File: config.mk
export PLATFORM = sky130hd
export DESIGN_NAME = vrf_wb_arbiter
export DESIGN_NICKNAME = d
export VERILOG_FILES = /design/src/rtl/vrf_wb_arbiter.sv
export SDC_FILE = /design/constraint.sdc
export NUM_CORES = 1
export LEC_CHECK = 0
export CAP_MARGIN = 20
export CORE_UTILIZATION = 30
export CTS_CLUSTER_DIAMETER = 200
export DETAILED_ROUTE_END_ITERATION = 10
export GPL_TIMING_DRIVEN = 0
export PLACE_DENSITY = 0.48
export REMOVE_ABC_BUFFERS = 1
export SYNTH_ARGS = -nofsm -noshare
export SYNTH_HDL_FRONTEND = slang
export SYNTH_SLANG_ARGS = --single-unit
File: constraint.sdc
create_clock -name clk_i -period 2.82 [get_ports clk_i]
set_input_delay 0.423 -clock clk_i [delete_from_list [all_inputs] [get_ports clk_i]]
set_output_delay 0.423 -clock clk_i [all_outputs]
set_load 0.02 [all_outputs]
File: src/rtl/vrf_wb_arbiter.sv
// Result write-back arbiter: buffers ALU/MFPU writes in 2-entry FIFOs and round-robins
// them onto one registered VRF write port. Define ARA_VRF_WB_PERF_EN for wb_stall_cnt_o.
module vrf_wb_arbiter #(
   parameter  int unsigned NrVInsn   = 8,
   parameter  int unsigned AddrWidth = 10,
   parameter  int unsigned DataWidth = 64,
   localparam int unsigned IdWidth   = $clog2(NrVInsn),
   localparam int unsigned StrbWidth = DataWidth / 8
) (
   input  logic                 clk_i,
   input  logic                 rst_ni,
   input  logic                 alu_result_req_i,
   input  logic [IdWidth-1:0]   alu_result_id_i,
   input  logic [AddrWidth-1:0] alu_result_addr_i,
   input  logic [DataWidth-1:0] alu_result_wdata_i,
   input  logic [StrbWidth-1:0] alu_result_be_i,
   output logic                 alu_result_gnt_o,
   input  logic                 mfpu_result_req_i,
   input  logic [IdWidth-1:0]   mfpu_result_id_i,
   input  logic [AddrWidth-1:0] mfpu_result_addr_i,
   input  logic [DataWidth-1:0] mfpu_result_wdata_i,
   input  logic [StrbWidth-1:0] mfpu_result_be_i,
   output logic                 mfpu_result_gnt_o,
   output logic                 vrf_req_o,
   output logic                 vrf_src_o,
   output logic [IdWidth-1:0]   vrf_id_o,
   output logic [AddrWidth-1:0] vrf_addr_o,
   output logic [DataWidth-1:0] vrf_wdata_o,
   output logic [StrbWidth-1:0] vrf_be_o,
   input  logic                 vrf_gnt_i,
   output logic [31:0]          wb_stall_cnt_o
);

   localparam int unsigned NrSrc = 2;

   typedef enum logic {
      SRC_ALU  = 1'b0,
      SRC_MFPU = 1'b1
   } src_e;

   typedef struct packed {
      logic [IdWidth-1:0]   id;
      logic [AddrWidth-1:0] addr;
      logic [DataWidth-1:0] wdata;
      logic [StrbWidth-1:0] be;
   } wr_t;

   wr_t              in_pl    [NrSrc];
   wr_t              fifo_mem [NrSrc][2];
   logic [1:0]       cnt_q    [NrSrc];
   logic [NrSrc-1:0] in_req;
   logic [NrSrc-1:0] push;
   logic [NrSrc-1:0] pop;
   logic [NrSrc-1:0] full;
   logic [NrSrc-1:0] nempty;
   logic [NrSrc-1:0] wptr_q;
   logic [NrSrc-1:0] rptr_q;
   src_e             last_served_q;
   src_e             sel;
   logic             load;
   wr_t              head;

   always_comb begin
      in_req   = {mfpu_result_req_i, alu_result_req_i};
      in_pl[0] = '{id: alu_result_id_i, addr: alu_result_addr_i,
                   wdata: alu_result_wdata_i, be: alu_result_be_i};
      in_pl[1] = '{id: mfpu_result_id_i, addr: mfpu_result_addr_i,
                   wdata: mfpu_result_wdata_i, be: mfpu_result_be_i};
   end

   // Grant depends only on the FIFO being full, never on a same-cycle pop.
   always_comb begin
      full   = '0;
      nempty = '0;
      push   = '0;
      for (int unsigned s = 0; s < NrSrc; s++) begin
         full[s]   = (cnt_q[s] == 2'd2);
         nempty[s] = (cnt_q[s] != 2'd0);
         push[s]   = in_req[s] & ~full[s];
      end
   end

   assign alu_result_gnt_o  = push[0];
   assign mfpu_result_gnt_o = push[1];

   always_comb begin
      load = ~vrf_req_o | vrf_gnt_i;
      sel  = SRC_ALU;
      if (nempty[1] && (!nempty[0] || last_served_q == SRC_ALU)) begin
         sel = SRC_MFPU;
      end
      pop    = '0;
      pop[0] = load & nempty[0] & (sel == SRC_ALU);
      pop[1] = load & nempty[1] & (sel == SRC_MFPU);
      head   = (sel == SRC_MFPU) ? fifo_mem[1][rptr_q[1]] : fifo_mem[0][rptr_q[0]];
   end

   always_ff @(posedge clk_i or negedge rst_ni) begin
      if (!rst_ni) begin
         wptr_q <= '0;
         rptr_q <= '0;
         for (int unsigned s = 0; s < NrSrc; s++) begin
            cnt_q[s] <= '0;
            for (int unsigned e = 0; e < 2; e++) begin
               fifo_mem[s][e] <= '0;
            end
         end
      end else begin
         for (int unsigned s = 0; s < NrSrc; s++) begin
            if (push[s]) begin
               fifo_mem[s][wptr_q[s]] <= in_pl[s];
               wptr_q[s]              <= ~wptr_q[s];
            end
            if (pop[s]) begin
               rptr_q[s] <= ~rptr_q[s];
            end
            cnt_q[s] <= cnt_q[s] + {1'b0, push[s]} - {1'b0, pop[s]};
         end
      end
   end

   always_ff @(posedge clk_i or negedge rst_ni) begin
      if (!rst_ni) begin
         vrf_req_o     <= 1'b0;
         vrf_src_o     <= 1'b0;
         vrf_id_o      <= '0;
         vrf_addr_o    <= '0;
         vrf_wdata_o   <= '0;
         vrf_be_o      <= '0;
         last_served_q <= SRC_MFPU;
      end else if (load) begin
         vrf_req_o <= |nempty;
         if (|nempty) begin
            vrf_src_o     <= sel;
            vrf_id_o      <= head.id;
            vrf_addr_o    <= head.addr;
            vrf_wdata_o   <= head.wdata;
            vrf_be_o      <= head.be;
            last_served_q <= sel;
         end
      end
   end

`ifdef ARA_VRF_WB_PERF_EN
   logic [31:0] stall_cnt_q;

   always_ff @(posedge clk_i or negedge rst_ni) begin
      if (!rst_ni) begin
         stall_cnt_q <= '0;
      end else if (vrf_req_o && !vrf_gnt_i && stall_cnt_q != '1) begin
         stall_cnt_q <= stall_cnt_q + 32'd1;
      end
   end

   assign wb_stall_cnt_o = stall_cnt_q;
`else
   assign wb_stall_cnt_o = '0;
`endif

   a_hold_stable: assert property (@(posedge clk_i) disable iff (!rst_ni)
      (vrf_req_o && !vrf_gnt_i) |=> (vrf_req_o &&
         $stable({vrf_src_o, vrf_id_o, vrf_addr_o, vrf_wdata_o, vrf_be_o})));

   a_alu_cnt_range: assert property (@(posedge clk_i) disable iff (!rst_ni)
      cnt_q[0] <= 2'd2);

   a_mfpu_cnt_range: assert property (@(posedge clk_i) disable iff (!rst_ni)
      cnt_q[1] <= 2'd2);

endmodule
==> flow_metrics.env <==
export IMPL_status="completed"
export IMPL_root_buffer="sky130_fd_sc_hd__clkbuf_16"
export IMPL_max_cap_violations=0
export IMPL_setup_repair_after_global_routing_missed_its_margin="false"
export IMPL_p_total_uw=31900
export IMPL_timing_critical_path_max_delay_family="simple AND/OR/NAND/NOR gates"
export IMPL_slowest_stage="sky130_fd_sc_hd__or2_4"
export IMPL_synth_seq_cells=436
export IMPL_core_rowCount=93
export IMPL_nNetsFinal=1924
export IMPL_die_width_um=258
export IMPL_overflow=0
export IMPL_finalWorstPathRequiredPeriod_ns=2.64
export IMPL_numCtsBuffers=52
export IMPL_synthesis_yosys_warnings=0
export IMPL_synth_avg_cell_area_um2=13.1
export IMPL_critPathLaunchType="flip-flop"
export IMPL_layout_common_cells="sky130_fd_sc_hd__dfrtp_1, sky130_fd_sc_hd__mux2_2, sky130_fd_sc_hd__clkdlybuf4s50_1, sky130_fd_sc_hd__nor2b_1"
export IMPL_detailedPlace_worstSlack_ns=-0.557
export IMPL_ys_types=35
export IMPL_grt_max_degree=117
export IMPL_remaining_drc_errors=0
export IMPL_worst_path_max_fanout=49
export IMPL_mostFrequentLayoutCell="sky130_fd_sc_hd__dfrtp_1"
export IMPL_final_setup_worst_slack_ns=0.178
export IMPL_critPathCaptureType="flip-flop"
export IMPL_detail_route_vias_per_cell=5.06
export IMPL_power_ir_vdd_worst_v=0.000600
export IMPL_reg2reg_setup_slack_ns=0.18
export IMPL_worstPathArrival_ns=3.15
export IMPL_period_share=0.937
export IMPL_gp_congestion=0.676
export IMPL_drv_slew=0
export IMPL_worstMarginPinSlew_ns=0.933
export IMPL_io_pins=296
export IMPL_flow_area_growth_from_synthesis_pct=29.9
export IMPL_grt_pass1_vias=14123
export IMPL_number_of_i_o_port_buffers=263
export IMPL_p_leak_uw=0.0101
export IMPL_clk_pin_slew_ns=0.06
export IMPL_netlist_instances=1499
export IMPL_synth_edff_count=0
export IMPL_report_final_hold_viol_count=0
export IMPL_ys_dominant_reg_cell="sky130_fd_sc_hd__dfrtp_1"
export IMPL_max_clock_freq_mhz=379
export IMPL_antenna_found_initial=7
export IMPL_die_area_um2=66400
export IMPL_route_antenna_remaining_nets=0
export IMPL_starting_density_of_the_core=0.304
export IMPL_timing_rr_start="cnt_q[1]"
export IMPL_firstDrtPassIters=5
export IMPL_height_of_the_die_um=258
export IMPL_path_class="flip-flop to flip-flop"
export IMPL_cts_max_path_buffers=3
export IMPL_detailroute_via_count=13357
export IMPL_timing_slew_headroom=0.376
export IMPL_timing_hold_worst_class="input port to asynchronous set/reset pin"
export IMPL_setup_viol=0
export IMPL_synth_cell_area_um2=19600
export IMPL_insertion_delay_ns=0.59
export IMPL_async_flop_share=1.00
export IMPL_reg2reg_to="cnt_q[3]"
export IMPL_worst_r2r_cell_count=8
export IMPL_route_detailed_wl_per_inst_um=22.3
export IMPL_cp_data_required_time_ns=3.32
export IMPL_final_layout_size_suffix_gt1_frac=0.261
export IMPL_detail_route_iter0_violations=715
export IMPL_crit_buf_inv=2
export IMPL_critical_path_cell_chain="or2_4, buf_16, a221oi_4, ha_1, inv_1, ha_1, xnor2_1, xnor2_1"
export IMPL_htree_num_levels=2
export IMPL_power_per_cell_area_nw_per_um2=1250
export IMPL_finalCoreUtilization=0.395
export IMPL_grt_use_total=0.178
export IMPL_grt_pass1_wl_um=90800
export IMPL_core_area_um2=64600
export IMPL_finalClockSkew_ns=0.0207
export IMPL_cpPeakStageDelay_ns=0.66
export IMPL_seq_area_frac_synth=0.556
export IMPL_tritoncts_num_sinks=436
export IMPL_cts_tree="yes"
export IMPL_detailed_route_wire_length_um=59000
export IMPL_dpl_hpwl_um=38300
metrics by stage:
step / instances / TNS, ns / area, um^2 / hold WS, ns
6_report: 2642 / 0 / 25500 / 0.445
5_1_grt: 2642 / 0 / 25500 / 0.434
4_1_cts: 2640 / 0 / 25500 / 0.414
3_5_place_dp: 2543 / -35.82 / 23700 / 0.466
3_3_place_gp: 2475 / - / 22500 / 0.459
2_1_floorplan: 1357 / -897.51 / 18800 / 0.127
power breakdown:
group	leakage, uW	internal (uW)	switching [uW]
logic	0.00405	6780	6890
clock network	0.000894	4340	2720
registers	0.00516	9520	1660
what timing repair did:
item / 4_1_cts / 5_1_grt
resized for setup: 0 / 2
gates cloned: 1 / 0
hold buffers: 1 / 0
setup buffers: 1 / 0
endpoints found under the hold margin: 103 / 0
endpoints found under the setup margin: 47 / 6
pin swaps: 2 / 0
area by class of cell:
type	count	area, um^2
Clock buffer	74	1550
Tap cell	855	1070
Fill cell	6155	39100
Antenna cell	2	5.00
Inverter	8	30.0
Timing Repair Buffer	333	3740
Multi-Input combinational cell	914	7920
Clock inverter	20	255
Sequential cell	436	10900
how the worst max path moves through the flow:
stage | start | endpoint | slack (ns) | cells after the start
5_1_grt | cnt_q[1] | cnt_q[3] | 0.02 | 8
2_1_floorplan | cnt_q[3] | fifo_mem[170] | -2.53 | 3
3_3_place_gp | rst_ni | fifo_mem[188] | -18.76 | 1
6_report | cnt_q[1] | cnt_q[3] | 0.18 | 8
3_5_place_dp | vrf_gnt_i | vrf_wdata_o[63] | -0.56 | 7
4_1_cts | cnt_q[2] | alu_result_gnt_o | 0.04 | 3
synthesized netlist by cell type, types with 2 or more instances:
library cell,number,area [um^2]
sky130_fd_sc_hd__buf_4,56,420
sky130_fd_sc_hd__xnor2_1,4,35.0
sky130_fd_sc_hd__inv_1,6,22.5
sky130_fd_sc_hd__a21o_1,2,15.0
sky130_fd_sc_hd__inv_2,2,7.51
sky130_fd_sc_hd__a221oi_1,85,744
sky130_fd_sc_hd__dfrtp_1,435,10900
sky130_fd_sc_hd__a2111oi_0,85,744
sky130_fd_sc_hd__a211oi_2,2,25.0
sky130_fd_sc_hd__o211ai_1,2,15.0
sky130_fd_sc_hd__buf_2,36,180
sky130_fd_sc_hd__a21oi_1,2,10.0
sky130_fd_sc_hd__o31ai_1,85,638
sky130_fd_sc_hd__xor2_1,4,35.0
sky130_fd_sc_hd__buf_6,5,56.3
sky130_fd_sc_hd__ha_1,4,50.1
sky130_fd_sc_hd__nor2b_1,171,1070
sky130_fd_sc_hd__mux2_1,50,563
sky130_fd_sc_hd__mux2_2,290,3270
sky130_fd_sc_hd__clkbuf_1,74,278
sky130_fd_sc_hd__o21ai_0,85,425
cell families after synthesis:
| group | Yosys count | share of synthesized area |
|---|---|---|
| flops | 436 | 0.556 |
| compound gates | 351 | 0.135 |
| mux | 340 | 0.195 |
| buf+inv | 181 | 0.0496 |
| simple gates | 178 | 0.0575 |
| xor+xnor | 8 | 0.00357 |
| fa+ha+maj | 4 | 0.00255 |
| other cells | 1 | 0.000191 |
metal layers:
metal / track usage / wire length [um]
met5: 0 / 71
met4: 0.0434 / 1150
met3: 0.0392 / 3210
met2: 0.298 / 28800
met1: 0.232 / 25700
flip-flops by register name (all words and copies together) (netlist names), 2 cells and up:
| register | cells |
|---|---|
| cnt_q | 4 |
| fifo_mem | 340 |
| rptr_q | 2 |
| vrf_addr_o | 10 |
| vrf_be_o | 8 |
| vrf_id_o | 3 |
| vrf_wdata_o | 64 |
| wptr_q | 2 |
Note: power is estimated with default switching activity, not from simulation.
